### config.mk
export PLATFORM = sky130hd
export DESIGN_NAME = sbox_round_seq
export DESIGN_NICKNAME = d
export VERILOG_FILES = /design/src/rtl/sbox_round_seq_pkg.sv /design/src/rtl/sbox_round_seq_sbox.sv /design/src/rtl/sbox_round_seq.sv
export SDC_FILE = /design/constraint.sdc
export NUM_CORES = 1
export LEC_CHECK = 0
export CORE_UTILIZATION = 49
export CTS_CLUSTER_SIZE = 8
export DETAILED_ROUTE_END_ITERATION = 16
export GPL_TIMING_DRIVEN = 0
export PLACE_DENSITY = 0.87
export SLEW_MARGIN = 5
export SYNTH_ARGS = -nofsm -noshare
export SYNTH_HDL_FRONTEND = slang
export SYNTH_SLANG_ARGS = --single-unit
### constraint.sdc
create_clock -name clk -period 5.35 [get_ports clk]
set_clock_uncertainty 0.15 [all_clocks]
set_input_delay 1.3375 -clock clk [delete_from_list [all_inputs] [get_ports clk]]
set_output_delay 1.3375 -clock clk [all_outputs]
set_load 0.05 [all_outputs]
### src/rtl/sbox_round_seq_pkg.sv
`default_nettype none
// +----------------------------------------------------------------------+
// | sbox_round_seq_pkg                                                    |
// | FSM encodings, default round parameters and the 4-bit column sbox.    |
// | Revision: 1.0                                                         |
// +----------------------------------------------------------------------+
package sbox_round_seq_pkg;

    localparam int NR_DEFAULT = 16;
    localparam int CW_DEFAULT = 5;

    typedef enum logic [1:0] {
        ST_IDLE = 2'd0,
        ST_RUN  = 2'd1,
        ST_DONE = 2'd2
    } fsm_t;

    // Nibble bit 0 is the slice0 bit of a column, bit 3 the slice3 bit.
    function automatic logic [3:0] col_sbox(input logic [3:0] x);
        logic [3:0] y;
        case (x)
            4'h0: y = 4'h1;
            4'h1: y = 4'hA;
            4'h2: y = 4'h4;
            4'h3: y = 4'hC;
            4'h4: y = 4'h6;
            4'h5: y = 4'hF;
            4'h6: y = 4'h3;
            4'h7: y = 4'h9;
            4'h8: y = 4'h2;
            4'h9: y = 4'hD;
            4'hA: y = 4'hB;
            4'hB: y = 4'h7;
            4'hC: y = 4'h5;
            4'hD: y = 4'h0;
            4'hE: y = 4'h8;
            default: y = 4'hE;
        endcase
        return y;
    endfunction

endpackage
`default_nettype wire

### src/rtl/sbox_round_seq_sbox.sv
`default_nettype none
// +----------------------------------------------------------------------+
// | sbox                                                                  |
// | 64-bit bitsliced sbox layer: 16 columns of one bit from each slice.   |
// | Revision: 1.0                                                         |
// +----------------------------------------------------------------------+
module sbox
    import sbox_round_seq_pkg::*;
(
    input  logic [63:0] i_data,
    output logic [63:0] o_data
);

    for (genvar i = 0; i < 16; i++) begin : g_col
        logic [3:0] w_col_out;
        assign w_col_out = col_sbox({i_data[i], i_data[16+i], i_data[32+i], i_data[48+i]});
        assign o_data[48+i] = w_col_out[0];
        assign o_data[32+i] = w_col_out[1];
        assign o_data[16+i] = w_col_out[2];
        assign o_data[i]    = w_col_out[3];
    end

endmodule
`default_nettype wire

### src/rtl/sbox_round_seq.sv
`default_nettype none
// +----------------------------------------------------------------------+
// | sbox_round_seq                                                        |
// | Iterative NR-round sbox(state ^ rk) sequencer with valid/ready ports. |
// | Revision: 1.0                                                         |
// +----------------------------------------------------------------------+
module sbox_round_seq
    import sbox_round_seq_pkg::*;
#(
    parameter int NR = NR_DEFAULT,
    parameter int CW = CW_DEFAULT
) (
    input  logic          clk,
    input  logic          rst,
    input  logic [63:0]   din,
    input  logic          din_valid,
    output logic          din_ready,
    output logic [CW-1:0] rnd,
    input  logic [63:0]   rk,
    output logic [63:0]   dout,
    output logic          dout_valid,
    input  logic          dout_ready,
    output logic          busy
);

    localparam logic [CW-1:0] C_LAST_RND = CW'(NR - 1);

    fsm_t          r_fsm;
    logic [63:0]   r_state;
    logic [CW-1:0] r_rnd;
    logic          r_din_ready;
    logic          r_dout_valid;
    logic          r_busy;
    logic [63:0]   w_sbox_in;
    logic [63:0]   w_sbox_out;

    // The round key arrives combinationally for the current r_rnd.
    assign w_sbox_in = r_state ^ rk;

    sbox u_sbox (
        .i_data (w_sbox_in),
        .o_data (w_sbox_out)
    );

    always_ff @(posedge clk) begin
        if (rst) begin
            r_fsm        <= ST_IDLE;
            r_state      <= 64'h0;
            r_rnd        <= '0;
            r_din_ready  <= 1'b1;
            r_dout_valid <= 1'b0;
            r_busy       <= 1'b0;
        end else begin
            case (r_fsm)
                ST_IDLE: begin
                    if (din_valid) begin
                        r_state     <= din;
                        r_rnd       <= '0;
                        r_fsm       <= ST_RUN;
                        r_din_ready <= 1'b0;
                        r_busy      <= 1'b1;
                    end
                end
                ST_RUN: begin
                    r_state <= w_sbox_out;
                    if (r_rnd == C_LAST_RND) begin
                        r_fsm        <= ST_DONE;
                        r_dout_valid <= 1'b1;
                    end else begin
                        r_rnd <= r_rnd + CW'(1);
                    end
                end
                ST_DONE: begin
                    if (dout_ready) begin
                        r_fsm        <= ST_IDLE;
                        r_dout_valid <= 1'b0;
                        r_din_ready  <= 1'b1;
                        r_busy       <= 1'b0;
                    end
                end
                default: begin
                    // Unused encoding recovers to IDLE without accepting.
                    r_fsm        <= ST_IDLE;
                    r_din_ready  <= 1'b1;
                    r_dout_valid <= 1'b0;
                    r_busy       <= 1'b0;
                end
            endcase
        end
    end

    assign din_ready  = r_din_ready;
    assign dout_valid = r_dout_valid;
    assign busy       = r_busy;
    assign rnd        = r_rnd;
    assign dout       = r_state;

endmodule
`default_nettype wire

* After elaboration in Yosys (flattened, before gate mapping)
Memories as Yosys holds them, arrays and structs flattened. Index checks and enable logic that the tools add are counted.
Operators by class: eq/ne operators 7, $add $sub $neg 1, bitwise gates (word level) 3, reduce and logical (&&, ||, !) cells 7, mux-type cells 17
Operator list (number):
- $pmux 64 s2 | 1
- $mux 64 | 1
- $xor 64x64->64 | 1
- $reduce_and 3->1 | 4
- $mux 5 | 2
- $pmux 5 s2 | 1
- $pmux 1 s3 | 3
- $ne 2x2->1 const B | 4
- $mux 2 | 3
- $pmux 2 s3 | 1
- $add 5x1->5 const B | 1
- $eq 5x4->1 const B | 1
- $mux 1 | 5
- $eq 2x1->1 const B | 1
- $eq 2x2->1 const B | 1
- $logic_not 2->1 | 1
- $not 1->1 | 2
- $reduce_and 2->1 | 1
- $reduce_bool 2->1 | 1
Word-level totals: register bits 74, memories 16, bits in read-only memories 1024, word-level logic and storage cells 57
Memory list:
- (no name shown) | words 16, bits a word 4, read ports 1, clocked after memory_dff 0, write ports 0, RTL line sbox_round_seq_pkg.sv:21 | case (x)
- (no name shown) | words 16, bits a word 4, read ports 1, clocked after memory_dff 0, write ports 0, RTL line sbox_round_seq_pkg.sv:21
- (no name shown) | words 16, bits a word 4, read ports 1, clocked after memory_dff 0, write ports 0, RTL line sbox_round_seq_pkg.sv:21
- (no name shown) | words 16, bits a word 4, read ports 1, clocked after memory_dff 0, write ports 0, RTL line sbox_round_seq_pkg.sv:21
- (no name shown) | words 16, bits a word 4, read ports 1, clocked after memory_dff 0, write ports 0, RTL line sbox_round_seq_pkg.sv:21
- (no name shown) | words 16, bits a word 4, read ports 1, clocked after memory_dff 0, write ports 0, RTL line sbox_round_seq_pkg.sv:21
- +10 memories

* Longest topological paths before layout
word-level depth 3, depth in mapped cells 7, gate-level depth less buffers 7

* Modules after synthesis
Synthesis repeated with hierarchy kept, for this count alone.
Unflattened totals: cell total of the unflattened synthesis 686, area, all modules 6178.4 um^2
By module, submodules not included:
- sbox_round_seq | cells an instance 405, area each 4259.1 um^2, times used 1
- sbox | cells an instance 281, area each 1919.3 um^2, times used 1

* Least setup slack after synthesis
OpenSTA, ideal clock, no wires.
path type input -> register, start input port rst, end register r_state[46] (netlist: dout[46]), stages 7, required time 5.121 ns, setup slack 2.655 ns, arrival 2.466 ns, buffers on the path 3, setup time 0.079 ns, path through or2_1 clkbuf_1 nor2_1 buf_2 buf_2 o21ai_1 o211ai_1
RTL lines:
- from (decl) | RTL line sbox_round_seq.sv:14 | input logic rst,
- to (signal assigned) | RTL line sbox_round_seq.sv:57 | r_state <= din;
- to (signal assigned) | RTL line sbox_round_seq.sv:65 | r_state <= w_sbox_out;
- to (decl) | RTL line sbox_round_seq.sv:29 | logic [63:0] r_state;

==> metrics.md <==
| Metric | Value |
|---|---|
| Status | `finished, final reports clean` |
| Syn_nets | `778` |
| Pleak | `2.89 nW` |
| Final Wtd Congestion | `0.927` |
| Share of the synthesized area in the top cell type | `26.5%` |
| CP cell instances | `clkdlybuf4s50_1, or2_1, clkbuf_1, clkbuf_1, clkbuf_1, o32ai_1` |
| Via count | `6313` |
| CTS buffer count | `9` |
| Root buf cell | `clkbuf_16` |
| DIE AREA | `11800 um^2` |
| Unique cell type count in the Yosys netlist | `41` |
| Synthesized instance count | `644` |
| NumNets Final | `992` |
| Post-synthesis register bit count | `74` |
| FILL cells | `851` |
| IO buf count | `203` |
| CP top delay family | `buffers and inverters` |
| Critical path fanouts, max | `10` |
| Post-Syn Area per Cell | `8.67 um^2` |
| Initial antenna violation count | `0` |
| Crit. End Element | `flop` |
| Row count | `38` |
| Final WL | `20.3 mm` |
| Final Hold Vio Count | `0` |
| CTS tree | `built` |
| PD cells | `346 nW/um^2` |
| First-pass GRT wire length | `30.5 mm` |
| Worst Setup Slack post-DPL | `1360 ps` |
| IO Pins | `204` |
| Worst-path clk slew | `60 ps` |
| Clock sink count | `74` |
| Setup TNS | `0 ps` |
| Gr usage total | `33.7%` |
| Crit start category | `primary input` |
| Asr flop ratio synth | `0%` |
| MaxCap Viol Count | `0` |
| Worst setup slack after layout | `1630 ps` |
| Grt ovf | `0` |
| Hold Buf Count CTS | `0` |
| VDD IR max | `0.000212 V` |
| ANT nets after route | `0` |
| Crit Path Category | `primary input to flop` |
| Synthesized area | `5590 um^2` |
| Post-synth top flop | `dfxtp_1` |
| CP arrival | `3760 ps` |
| Placed Instance Area | `7790 um^2` |
| Vias per cell | `6.30` |
| Slew Viols, Final | `0` |
| Share of post-route cells with drive strength above 1 | `4.52%` |
| Finished Layout Cells | `1002` |
| Synth top area cells | `dfxtp_1 27%, xnor2_1 10%, xor2_1 7.5%` |
| Post-CTS resize count | `0` |
| WP buf/inv | `4` |
| Dpl cells | `987` |
| Core area | `11000 um^2` |
| Largest net degree at the start of global routing | `12` |
| Final core occ | `73.3%` |
| Unrepaired setup endpoints after global routing | `no` |
| Worst hold slack | `312 ps` |
| Antenna fix cells | `0` |
| Post-route cell area | `8050 um^2` |
| Clock buffer depth | `2` |
| Synth warn | `0` |
| Fmax | `269 MHz` |
| DR iter-0 viols | `533` |
| Detailed placer's ending HPWL | `14.7 mm` |
| CTS H-tree lvls | `3` |
| Final setup vio count | `0` |
| Area leader, netlist | `dfxtp_1` |
| Area Growth Syn to Fin | `44.0%` |
| Final Critical Period | `3720 ps` |
| Max_slew headroom | `45.2%` |
| Worst-Skew Late Latency | `340 ps` |
| Final Cycle Share | `69.5%` |
| Crit-path slowest cell | `clkbuf_1` |
| Drt wl/cell | `20.2 um` |
| Tot Pwr | `2.79 mW` |
| Top-count cell post-synth | `dfxtp_1` |
| Worst Max-Slew Pin Slew | `823 ps` |
| Post-CTS Setup Inserts | `0` |
| Die H | `109 um` |
| Hold Path Class | `flop to flop` |
| CP required | `5390 ps` |
| Initial core utilization | `50.9%` |
| Die X | `109 um` |
| Sequential area share after synthesis | `26.5%` |
| Most frequent cells after synthesis | `74 x dfxtp_1, 65 x xnor2_1, 48 x xor2_1` |
| Vias in the first global route | `6016` |
| Pre-antenna DRT Iters | `5` |
| DRC | `0` |
| Post-synth EDFFs | `0` |
| Crit-path max cell delay | `560 ps` |
| Most used cell, CP | `clkbuf_1` |
==> cell usage in the layout, fill, tap and decap left out, types with 3 or more instances in the layout <==
cell	Yosys	final
o21a_1	15	15
nor2b_1	5	5
a32oi_1	29	29
xor2_2	15	15
nand2_1	40	40
clkdlybuf4s50_1	0	203
clkinv_2	0	4
xnor2_1	65	65
o211a_1	13	13
a211oi_1	6	6
a32o_1	15	15
nor3_1	16	16
or4_1	15	15
buf_2	11	11
nor2_1	33	33
a221o_1	13	13
buf_1	3	3
o31a_1	13	13
o32ai_1	14	14
nand2b_1	4	4
clkbuf_16	0	9
and3_1	3	3
a21oi_1	38	38
a22oi_1	3	3
nand3_1	3	3
o21ai_0	31	31
dfxtp_1	74	74
mux2i_1	17	17
o211ai_1	47	47
o21ai_1	5	5
xor2_1	48	48
o22ai_1	5	5
clkbuf_1	27	29
==> registers in the layout, summed over array words and instances (netlist names) <==
name,flops
din_ready,1
rnd,5
dout_valid,1
dout,64
busy,1
r_fsm,2
==> final cells by class <==
class | instances | area (um^2) | area share (%)
flip-flops and latches | 74 | 1480 | 18.4
inverters | 2 | 7.51 | 0.0933
clock inverters | 4 | 20.0 | 0.249
plain buffers | 41 | 168 | 2.08
well taps | 140 | 175 | 2.18
multi-input cells | 527 | 3930 | 48.8
clock buffers | 11 | 233 | 2.89
repair buffers | 203 | 2030 | 25.3
==> report_power, final <==
part / internal (mW) / total [mW] / switching [mW] / leakage, nW
combinational: 0.595 / 1.48 / 0.886 / 2.15
clock: 0.309 / 0.551 / 0.242 / 0.129
sequential: 0.642 / 0.755 / 0.113 / 0.614
==> per-layer routing <==
metal | GRT usage (%) | part of all wire [%]
met5 | 0 | 0
met4 | 15.7 | 3.7
met3 | 5.80 | 9.4
met2 | 57.1 | 48
met1 | 41.5 | 39
==> kinds of logic (layout without fill, tap and decap cells) <==
logic type               Yosys count  count (layout)  share of synthesized area (%)
buffers and inverters             43             261                           3.14
XOR/XNOR                         128             128                           22.1
AO/OA/AOI/OAI                    253             253                           33.7
AND/OR/NAND/NOR                  125             125                           10.6
adder cells (fa/ha/maj)            2               2                          0.448
multiplexers                      19              19                           3.45
flip-flops                        74              74                           26.5
==> path summary, 6_finish.rpt <==
path                      to  slack [ps]        from  depth (start not counted)
setup / recovery     dout[9]        1630         rst                          6
hold / removal    dout_valid         310  dout_valid                          2
setup reg to reg     dout[9]        2760    r_fsm[1]                          5
hold reg to reg   dout_valid         310  dout_valid                          2
==> worst min-delay path, delay by kind of cell, from the launching register on <==
kind	cells	cell delay (ps)
simple gates	1	50
compound gates	1	60
flops	1	310
No activity file was read; power rests on OpenSTA's default activity.
